[src/rtl/spi_master_byte.sv]
// Byte-wide SPI master, mode 0, MSB first. Each byte is taken over a
// valid/ready handshake; tx_last chooses whether SSEL is released after it.
//
// state     | meaning
// IDLE      | SSEL inactive, ready for a byte
// SETUP     | SSEL active, first MOSI bit presented, SCK low
// HIGH      | SCK high half-period
// LOW       | SCK low half-period after a sample
// WAIT_NEXT | SSEL still active between bytes, ready for a byte
module spi_master_byte #(
  parameter int   CLK_DIV     = 4,
  parameter logic SSEL_ACTIVE = 1'b1
) (
  input  logic       clk,
  input  logic       rst_n,
  input  logic [7:0] tx_data,
  input  logic       tx_last,
  input  logic       tx_valid,
  output logic       tx_ready,
  output logic [7:0] rx_data,
  output logic       rx_valid,
  output logic       busy,
  output logic       SCK,
  output logic       SSEL,
  output logic       MOSI,
  input  logic       MISO
);

  localparam int CNT_W = $clog2(CLK_DIV + 1);
  localparam logic [CNT_W-1:0] CNT_TC = CNT_W'(CLK_DIV - 1);

  typedef enum logic [2:0] {
    S_IDLE,
    S_SETUP,
    S_HIGH,
    S_LOW,
    S_WAIT_NEXT
  } state_t;

  state_t           state;
  logic [CNT_W-1:0] half_cnt;
  logic [2:0]       bit_cnt;
  logic [7:0]       tx_sr;
  logic [7:0]       rx_sr;
  logic             last_q;
  logic             half_done;

  assign half_done = (half_cnt == CNT_TC);

  always_ff @(posedge clk) begin
    if (!rst_n) begin
      state    <= S_IDLE;
      half_cnt <= '0;
      bit_cnt  <= '0;
      tx_sr    <= '0;
      rx_sr    <= '0;
      last_q   <= 1'b0;
      SCK      <= 1'b0;
      SSEL     <= ~SSEL_ACTIVE;
      MOSI     <= 1'b0;
      rx_data  <= '0;
      rx_valid <= 1'b0;
      busy     <= 1'b0;
      tx_ready <= 1'b1;
    end else begin
      rx_valid <= 1'b0;
      case (state)
        S_IDLE, S_WAIT_NEXT: begin
          if (tx_valid && tx_ready) begin
            tx_sr    <= tx_data;
            last_q   <= tx_last;
            MOSI     <= tx_data[7];
            SSEL     <= SSEL_ACTIVE;
            SCK      <= 1'b0;
            busy     <= 1'b1;
            tx_ready <= 1'b0;
            half_cnt <= '0;
            bit_cnt  <= '0;
            state    <= S_SETUP;
          end
        end
        S_SETUP: begin
          if (half_done) begin
            half_cnt <= '0;
            SCK      <= 1'b1;
            state    <= S_HIGH;
          end else begin
            half_cnt <= half_cnt + 1'b1;
          end
        end
        S_HIGH: begin
          // Sample on the edge we drive low; the slave only moves MISO after it.
          if (half_done) begin
            half_cnt <= '0;
            SCK      <= 1'b0;
            rx_sr    <= {rx_sr[6:0], MISO};
            MOSI     <= tx_sr[6];
            tx_sr    <= {tx_sr[6:0], 1'b0};
            bit_cnt  <= bit_cnt + 3'd1;
            state    <= S_LOW;
          end else begin
            half_cnt <= half_cnt + 1'b1;
          end
        end
        S_LOW: begin
          if (half_done) begin
            half_cnt <= '0;
            // bit_cnt wraps to zero after the eighth sample
            if (bit_cnt != 3'd0) begin
              SCK   <= 1'b1;
              state <= S_HIGH;
            end else begin
              rx_data  <= rx_sr;
              rx_valid <= 1'b1;
              busy     <= 1'b0;
              tx_ready <= 1'b1;
              if (last_q) begin
                SSEL  <= ~SSEL_ACTIVE;
                state <= S_IDLE;
              end else begin
                state <= S_WAIT_NEXT;
              end
            end
          end else begin
            half_cnt <= half_cnt + 1'b1;
          end
        end
        default: state <= S_IDLE;
      endcase
    end
  end

endmodule

[config.mk]
export PLATFORM = sky130hd
export DESIGN_NAME = spi_master_byte
export DESIGN_NICKNAME = d
export VERILOG_FILES = /design/src/rtl/spi_master_byte.sv
export SDC_FILE = /design/constraint.sdc
export NUM_CORES = 1
export LEC_CHECK = 0
export ABC_AREA = 1
export CAP_MARGIN = 20
export CORE_MARGIN = 1
export CORE_UTILIZATION = 40
export DETAILED_ROUTE_END_ITERATION = 8
export GPL_TIMING_DRIVEN = 0
export PLACE_DENSITY_LB_ADDON = 0.15
export SYNTH_ARGS = -nofsm -noshare
export SYNTH_HDL_FRONTEND = slang
export SYNTH_SLANG_ARGS = --single-unit
export TNS_END_PERCENT = 50
[constraint.sdc]
create_clock -name clk -period 1.5 [get_ports clk]
set_input_delay 0.15 -clock clk [delete_from_list [all_inputs] [get_ports clk]]
set_output_delay 0.15 -clock clk [all_outputs]
set_load 0.005 [all_outputs]
== Yosys cells after proc, flatten, opt, wreduce, memory -nomap -nowiden ==
Index checks and enable logic that the tools add are counted.
Cells by class
  add/subtract/negate cells: 2
  equality and inequality tests: 12
  mux-type cells: 36
  bitwise logic cells: 1
  reduce and logical (&&, ||, !) cells: 19
Operators by type and width (count)
  2-to-1 mux 3 bit: 9
  2-to-1 mux 1 bit: 16
  2-to-1 mux 7 bit: 2
  != test 2 bit (second input constant): 7
  one-hot mux 7 bit (2 select lines): 1
  one-hot mux 3 bit (2 select lines): 2
  one-hot mux 3 bit (4 select lines): 1
  == test 3 x 2 -> 1 bit (second input constant): 3
  AND reduction 3 bit: 3
  one-hot mux 1 bit (2 select lines): 4
  AND reduction 4 bit: 2
  adder 3 x 1 -> 3 bit (second input constant): 2
  AND reduction 2 bit: 3
  AND reduction 6 bit: 1
  nonzero test 2 bit: 3
  AND reduction 5 bit: 1
  one-hot mux 1 bit (4 select lines): 1
  nonzero test 4 bit: 1
  == test 3 x 1 -> 1 bit (second input constant): 1
  == test 3 bit (second input constant): 1
  logical NOT 3 bit: 1
  nonzero test 3 bit: 1
  OR reduction 3 bit: 1
  OR reduction 2 bit: 1
  2 further kinds: 2
Storage, ports and cells
  register bits: 39
  output and inout port bits: 14
  logic and storage cells: 83

== Longest topological paths before layout ==
  word-level depth: 4
  depth in mapped cells: 9
  depth with buffers taken out: 9

== Least setup slack after synthesis ==
OpenSTA, ideal clock, no wires.
  kind: reg2reg
  from: reg half_cnt[0]
  to: reg bit_cnt[2]
  data arrival time: 1.246 ns
  required time: 1.385 ns
  slack: 0.139 ns
  cell stages (with the launch flop): 9
  path buffers: 1
  cell sequence: dfxtp_1 > ha_1 > nand2_1 > nor2_8 > inv_2 > nand2_2 > buf_6 > a21oi_1 > nor2_1
On the way
  cells in the longest elaborated chain, start to end: 3
Ends and longest elaborated chain
  start: declaration: line 41  | logic [CNT_W-1:0] half_cnt;
  start signal: assignment: line 88  | half_cnt <= half_cnt + 1'b1;
  start signal: assignment: line 102  | half_cnt <= half_cnt + 1'b1;
  start signal: assignment: line 125  | half_cnt <= half_cnt + 1'b1;
  == test 3 x 2 -> 1 bit: line 48  | assign half_done = (half_cnt == CNT_TC);
  != test 2 bit (no source line)
  AND reduction 3 bit (no source line)
  end signal: assignment: line 99  | bit_cnt <= bit_cnt + 3'd1;
  end: declaration: line 42  | logic [2:0] bit_cnt;
No other way between the ends.
A chain may end at the register's enable or synchronous reset.

== Worst setup path after layout ==
  from: reg bit_cnt[0]
  to: reg rx_data[7]
On the way
  cells in the longest elaborated chain, start to end: 3
Ends and longest elaborated chain
  nonzero test 3 bit: line 109  | if (bit_cnt != 3'd0) begin
  NOT 1 bit (no source line)
  AND reduction 3 bit (no source line)
  end signal: assignment: line 113  | rx_data <= rx_sr;
  end: declaration: line 20  | output logic [7:0] rx_data,
No other way between the ends.

==> metrics.txt <==
Die Height 66.0 µm; outcome finished, final reports clean; cell count after synthesis 228; Slowest cell on crit path dfxtp_1; Leakage 0.927 nW; worst-path cell chain inv_1, ha_1, nand2_1, inv_1, nand3_1, buf_4, o21ai_0, nor2_1; Total Routing Usage GR 17.2%; syn nets 244; hold buffers post-CTS 0; Ys Warns 0; most frequent cells in the layout nand2_1, nor2_1, dfxtp_1, clkdlybuf4s50_1, a21oi_1; Initial DRT Pass Iterations 4; CTS tree built; Avg Inst Size Synth 7.19 µm²; vias per cell 4.68; vias in the first global route 1256; max-capacitance violation count 0; Cell Area, Synth 0.00164 mm²; post-synthesis sequential area ratio 47.6%; pin count of the biggest net entering global routing 14; Critical Path Max Stage Delay 330 ps; Distinct cells, synth 22; cts bufs inserted 5; initial core utilization 43.2%; clock transition at the registers of the reported paths 80 ps; CP Capture Type flop; Total Routed Length 3290 µm; first-pass GRT wire length 5550 µm; area occupied by multi-input gates 772 µm²; Die W 66.0 µm; #FFs+latches synth 39; Max FO, Critical Path 10; Reg area 783 µm²; hold crit path type input port to flop; PD cells 1560 mW/mm²; Startpoint Class flop; final setup fails 0; antenna violations before repair 0; Nets 280; crit path DAT 1600 ps; TNS Setup 0 ps; I/O pin count 27; Slew @ Worst Pin 458 ps; hold_ws 442 ps; core area 0.00380 mm²; Layout area overhead 30.2%; GPL Wtd Cong 0.815; clock sink count 39; wire per inst 10.5 µm; Root Buffer clkbuf_8; dpl hpwl 2380 µm; commonest non-fill, non-tap cell in the layout nand2_1; number of DRC markers in iteration 0 89; H-tree depth 2; grt ovf 0; drc violations 0; min Tclk post-route 1410 ps; vias 1465; buffers and inverters on the worst path 3; CP Class flop to flop; antenna cells 0; layout cells sized above 1 12.8%; fin crit share 94.3%; overall die area 0.00436 mm²; Worst Path Required 1680 ps; fill count 381; final instance area 0.00214 mm²; port bufs 26; Final Max Slew Viols 0; most frequent CP cell inv_1; f_max 707 MHz; Post-DRT Antenna Nets 0; RSZ-0062 raised after global routing true; # rows 22; relative slew slack 69.4%; Peak VDD IR 0.966 mV; Setup Skew 6.18 ps; Cell Area, Placed 0.00196 mm²; Max Buffers Root-to-Sink 2; Fin. Hold Viols 0; worst skew pair latency 290 ps; critical path's top delay family buffers and inverters
-- synth_stat cells --
cell type | number | area [µm²]
nand2_1 | 56 | 210
nor2_1 | 45 | 169
dfxtp_1 | 39 | 781
a21oi_1 | 19 | 95.1
o21ai_0 | 19 | 95.1
inv_1 | 13 | 48.8
nand3_1 | 9 | 45.0
inv_2 | 6 | 22.5
nor2_2 | 4 | 25.0
ha_1 | 3 | 37.5
buf_2 | 2 | 10.0
clkbuf_1 | 2 | 7.51
o21ai_1 | 2 | 10.0
a211oi_1 | 1 | 7.51
a22oi_1 | 1 | 7.51
buf_1 | 1 | 3.75
buf_6 | 1 | 11.3
clkinv_1 | 1 | 3.75
nand2_2 | 1 | 6.26
nand3_4 | 1 | 17.5
nand4_1 | 1 | 6.26
nor2_8 | 1 | 20.0
-- metrics by stage --
step	std cells	power [W]	setup slack, ps	util, %
3_3_place_gp	302	0.00236	-89.0	51.6
4_1_cts	310	0.00329	32.8	54.9
2_1_floorplan	228	0.00206	139	-
6_report	313	0.00332	85.6	56.2
5_1_grt	313	0.00358	-20.0	56.2
3_5_place_dp	302	0.00237	-91.0	51.6
-- layout make-up --
cell class	count	share of cell area (%)
Buffer	6	1.76
Clock buffer	6	3.87
Clock inverter	2	1.82
Inverter	20	3.69
Multi-Input combinational cell	163	36.1
Sequential cell	39	36.7
Tap cell	48	2.81
Timing Repair Buffer	29	13.2
-- timing repair --
item,4_1_cts,5_1_grt
endpoints found under the setup margin,10,26
setup buffers,0,3
pin swaps,0,1
resized for setup,2,14
-- final timing paths --
check | slack [ps] | from | cells past startpoint | to
max | 90 | bit_cnt[0]$_SDFFE_PN0P_ | 8 | rx_data[7]$_SDFFE_PN0P_
min | 440 | tx_data[0] | 3 | tx_sr[0]$_SDFFE_PN0P_
max reg2reg | 90 | bit_cnt[0]$_SDFFE_PN0P_ | 8 | rx_data[7]$_SDFFE_PN0P_
min reg2reg | 450 | SCK$_SDFFE_PN0P_ | 2 | SCK$_SDFFE_PN0P_
-- layer usage --
layer / GRT usage, % / share of wire, %
met1: 23.6 / 52
met2: 25.1 / 44
met3: 5.17 / 3.7
met4: 6.38 / 0.79
met5: 0 / 0
-- power by group --
| group | internal, W | total, W | switching [W] |
|---|---|---|---|
| Sequential | 0.00119 | 0.00130 | 0.000110 |
| Clock | 0.000547 | 0.000918 | 0.000371 |
| Combinational | 0.000446 | 0.00110 | 0.000656 |
| Total | 0.00219 | 0.00332 | 0.00114 |
-- logic make-up (layout without fill, tap and decap cells) --
group	after synthesis	in the layout	synth area share, %
fa+ha+maj	3	3	2.29
flops	39	39	47.6
simple gates	118	118	30.4
compound gates	42	42	13.1
buf+inv	26	63	6.56
-- worst reg2reg max path: cells and delay by family (launching register included) --
family	cells	cell delay (ps)
adder cells (fa/ha/maj)	1	140
AO/OA/AOI/OAI	1	170
buffers and inverters	3	370
flip-flops	1	330
AND/OR/NAND/NOR	3	290
-- registers in the layout, summed over array words and instances, names as in the netlist --
| name | count |
|---|---|
| MOSI | 1 |
| SCK | 1 |
| SSEL | 1 |
| bit_cnt | 3 |
| busy | 1 |
| half_cnt | 3 |
| last_q | 1 |
| rx_data | 8 |
| rx_sr | 8 |
| rx_valid | 1 |
| state | 3 |
| tx_ready | 1 |
| tx_sr | 7 |
(Power assumes the default switching activity.)
==> edit (same settings) <==
`SSEL_ACTIVE`: 1'b1 -> 1'b0.
--- a/src/rtl/spi_master_byte.sv
+++ b/src/rtl/spi_master_byte.sv
@@ -10,5 +10,5 @@
 module spi_master_byte #(
   parameter int   CLK_DIV     = 4,
-  parameter logic SSEL_ACTIVE = 1'b1
+  parameter logic SSEL_ACTIVE = 1'b0
 ) (
   input  logic       clk,
Check against the original RTL: not equivalent (a bounded check fails within 4 cycles, from zero or initial values and one cycle with rst_n low).
==> edit against the original RTL <==
  * Synthesized cell count did not move
  * Die area increased by 1.6%
  * Synthesized area rose by 1.7%
  * Maximum frequency grew 3.1%
  * Total power decreased by 5.0%
  * Final area is 0.53% higher
  * Clock skew is 0.0028 ns lower
  * Sequential cell count did not move
  * Wire length grew 5.1%
  * Worst setup slack gained 0.042 ns
==> edit: results (changes against the original RTL) <==
Status
  – Outcome: finished clean (unchanged)

Worst setup path
  – Worst Setup EP: tx_sr[3] (was rx_data[7])
  – Worst path slowest cell: dfxtp_2 (was dfxtp_1)
  – CP peak stage delay: 0.35 ns (was 0.33 ns)
  – Critical path launch point: state[0] (was bit_cnt[0])

CTS
  – Post-CTS Setup Inserts: 1 (was 0)
  – Cts repair resizes: 0 (was 2)

Pwr
  – Total leakage power: 0.970 nW (was 0.927 nW)
  – Worst VDD drop: 0.713 mV (was 0.966 mV)

Route
  – Metal3 WL: 117 um (was 121 um)
  – DR iter-0 viols: 75 (was 89)
  – Wl on met1: 1740 um (was 1710 um)
  – Vias: 1480 (was 1465)
  – WL per Instance: 11.0 um (was 10.5 um)

Logic synthesis
  – Synth top area cells: dfxtp_1 (47%), nand2_1 (13%), nor2_1 (10%) (was dfxtp_1 (48%), nand2_1 (13%), nor2_1 (10%))
  – Most frequent cells after synthesis: nand2_1 (56), nor2_1 (45), dfxtp_1 (39) (unchanged)
  – Post-synthesis sequential area ratio: 0.468 (was 0.476)

STA
  – Clock Skew: 0.00336 ns (was 0.00618 ns)
  – Slew headroom: 0.710 (was 0.694)
  – Fin Hold WS: 0.427 ns (was 0.442 ns)

Global routing
  – GRT met3 Usage: 0.0514 (was 0.0517)
  – Vias in the first global route: 1261 (was 1256)
  – Global-route wire length before repair: 5760 um (was 5550 um)
  – Gr usage total: 0.177 (was 0.172)
  – Met1 usage: 0.226 (was 0.236)
  – GR Util met2: 0.264 (was 0.251)
  – Pin count of the biggest net entering global routing: 12 (was 14)

Final layout
  – Final #Nets: 281 (was 280)
  – # fillers: 392 (was 381)
  – Share of layout cells above drive strength 1: 0.143 (was 0.128)

Placed design
  – Dpl cell area: 1990 um^2 (was 1960 um^2)
  – DP Cell Count: 304 (was 302)
  – RePlAce Congestion: 0.785 (was 0.815)
  – Dpl hpwl: 2380 um (about the same)
edit: cell types whose count changed in the layout (fill, tap and decap cells not counted), sizes merged:
cell    delta
a21oi      -1
inv        -1
o211ai     +1
bufinv     -1
clkinv     +1
buf        +1
nand2      +1
o21ai      -1
nor3       +1
nand3      -1
edit: logic make-up after synthesis:
| logic type | share of synthesized area |
|---|---|
| compound gates | 0.131 |
| flops | 0.468 |
| buf+inv | 0.0660 |
| fa+ha+maj | 0.0225 |
| simple gates | 0.313 |
edit: layout make-up:
type	count	area share
inverters	20	0.0379
clock inverters	1	0.00233
well taps	50	0.0291
repair buffers	31	0.139
clock buffers	6	0.0385
flip-flops and latches	39	0.365
plain buffers	5	0.0128
multi-input cells	163	0.375
edit: critical path: cells and delay by family (launching register included):
family	cells	cell delay, ns
and+or+nand+nor	4	0.53
DFF	1	0.35
buffers and inverters	3	0.31
AOI/OAI and AO/OA	1	0.12
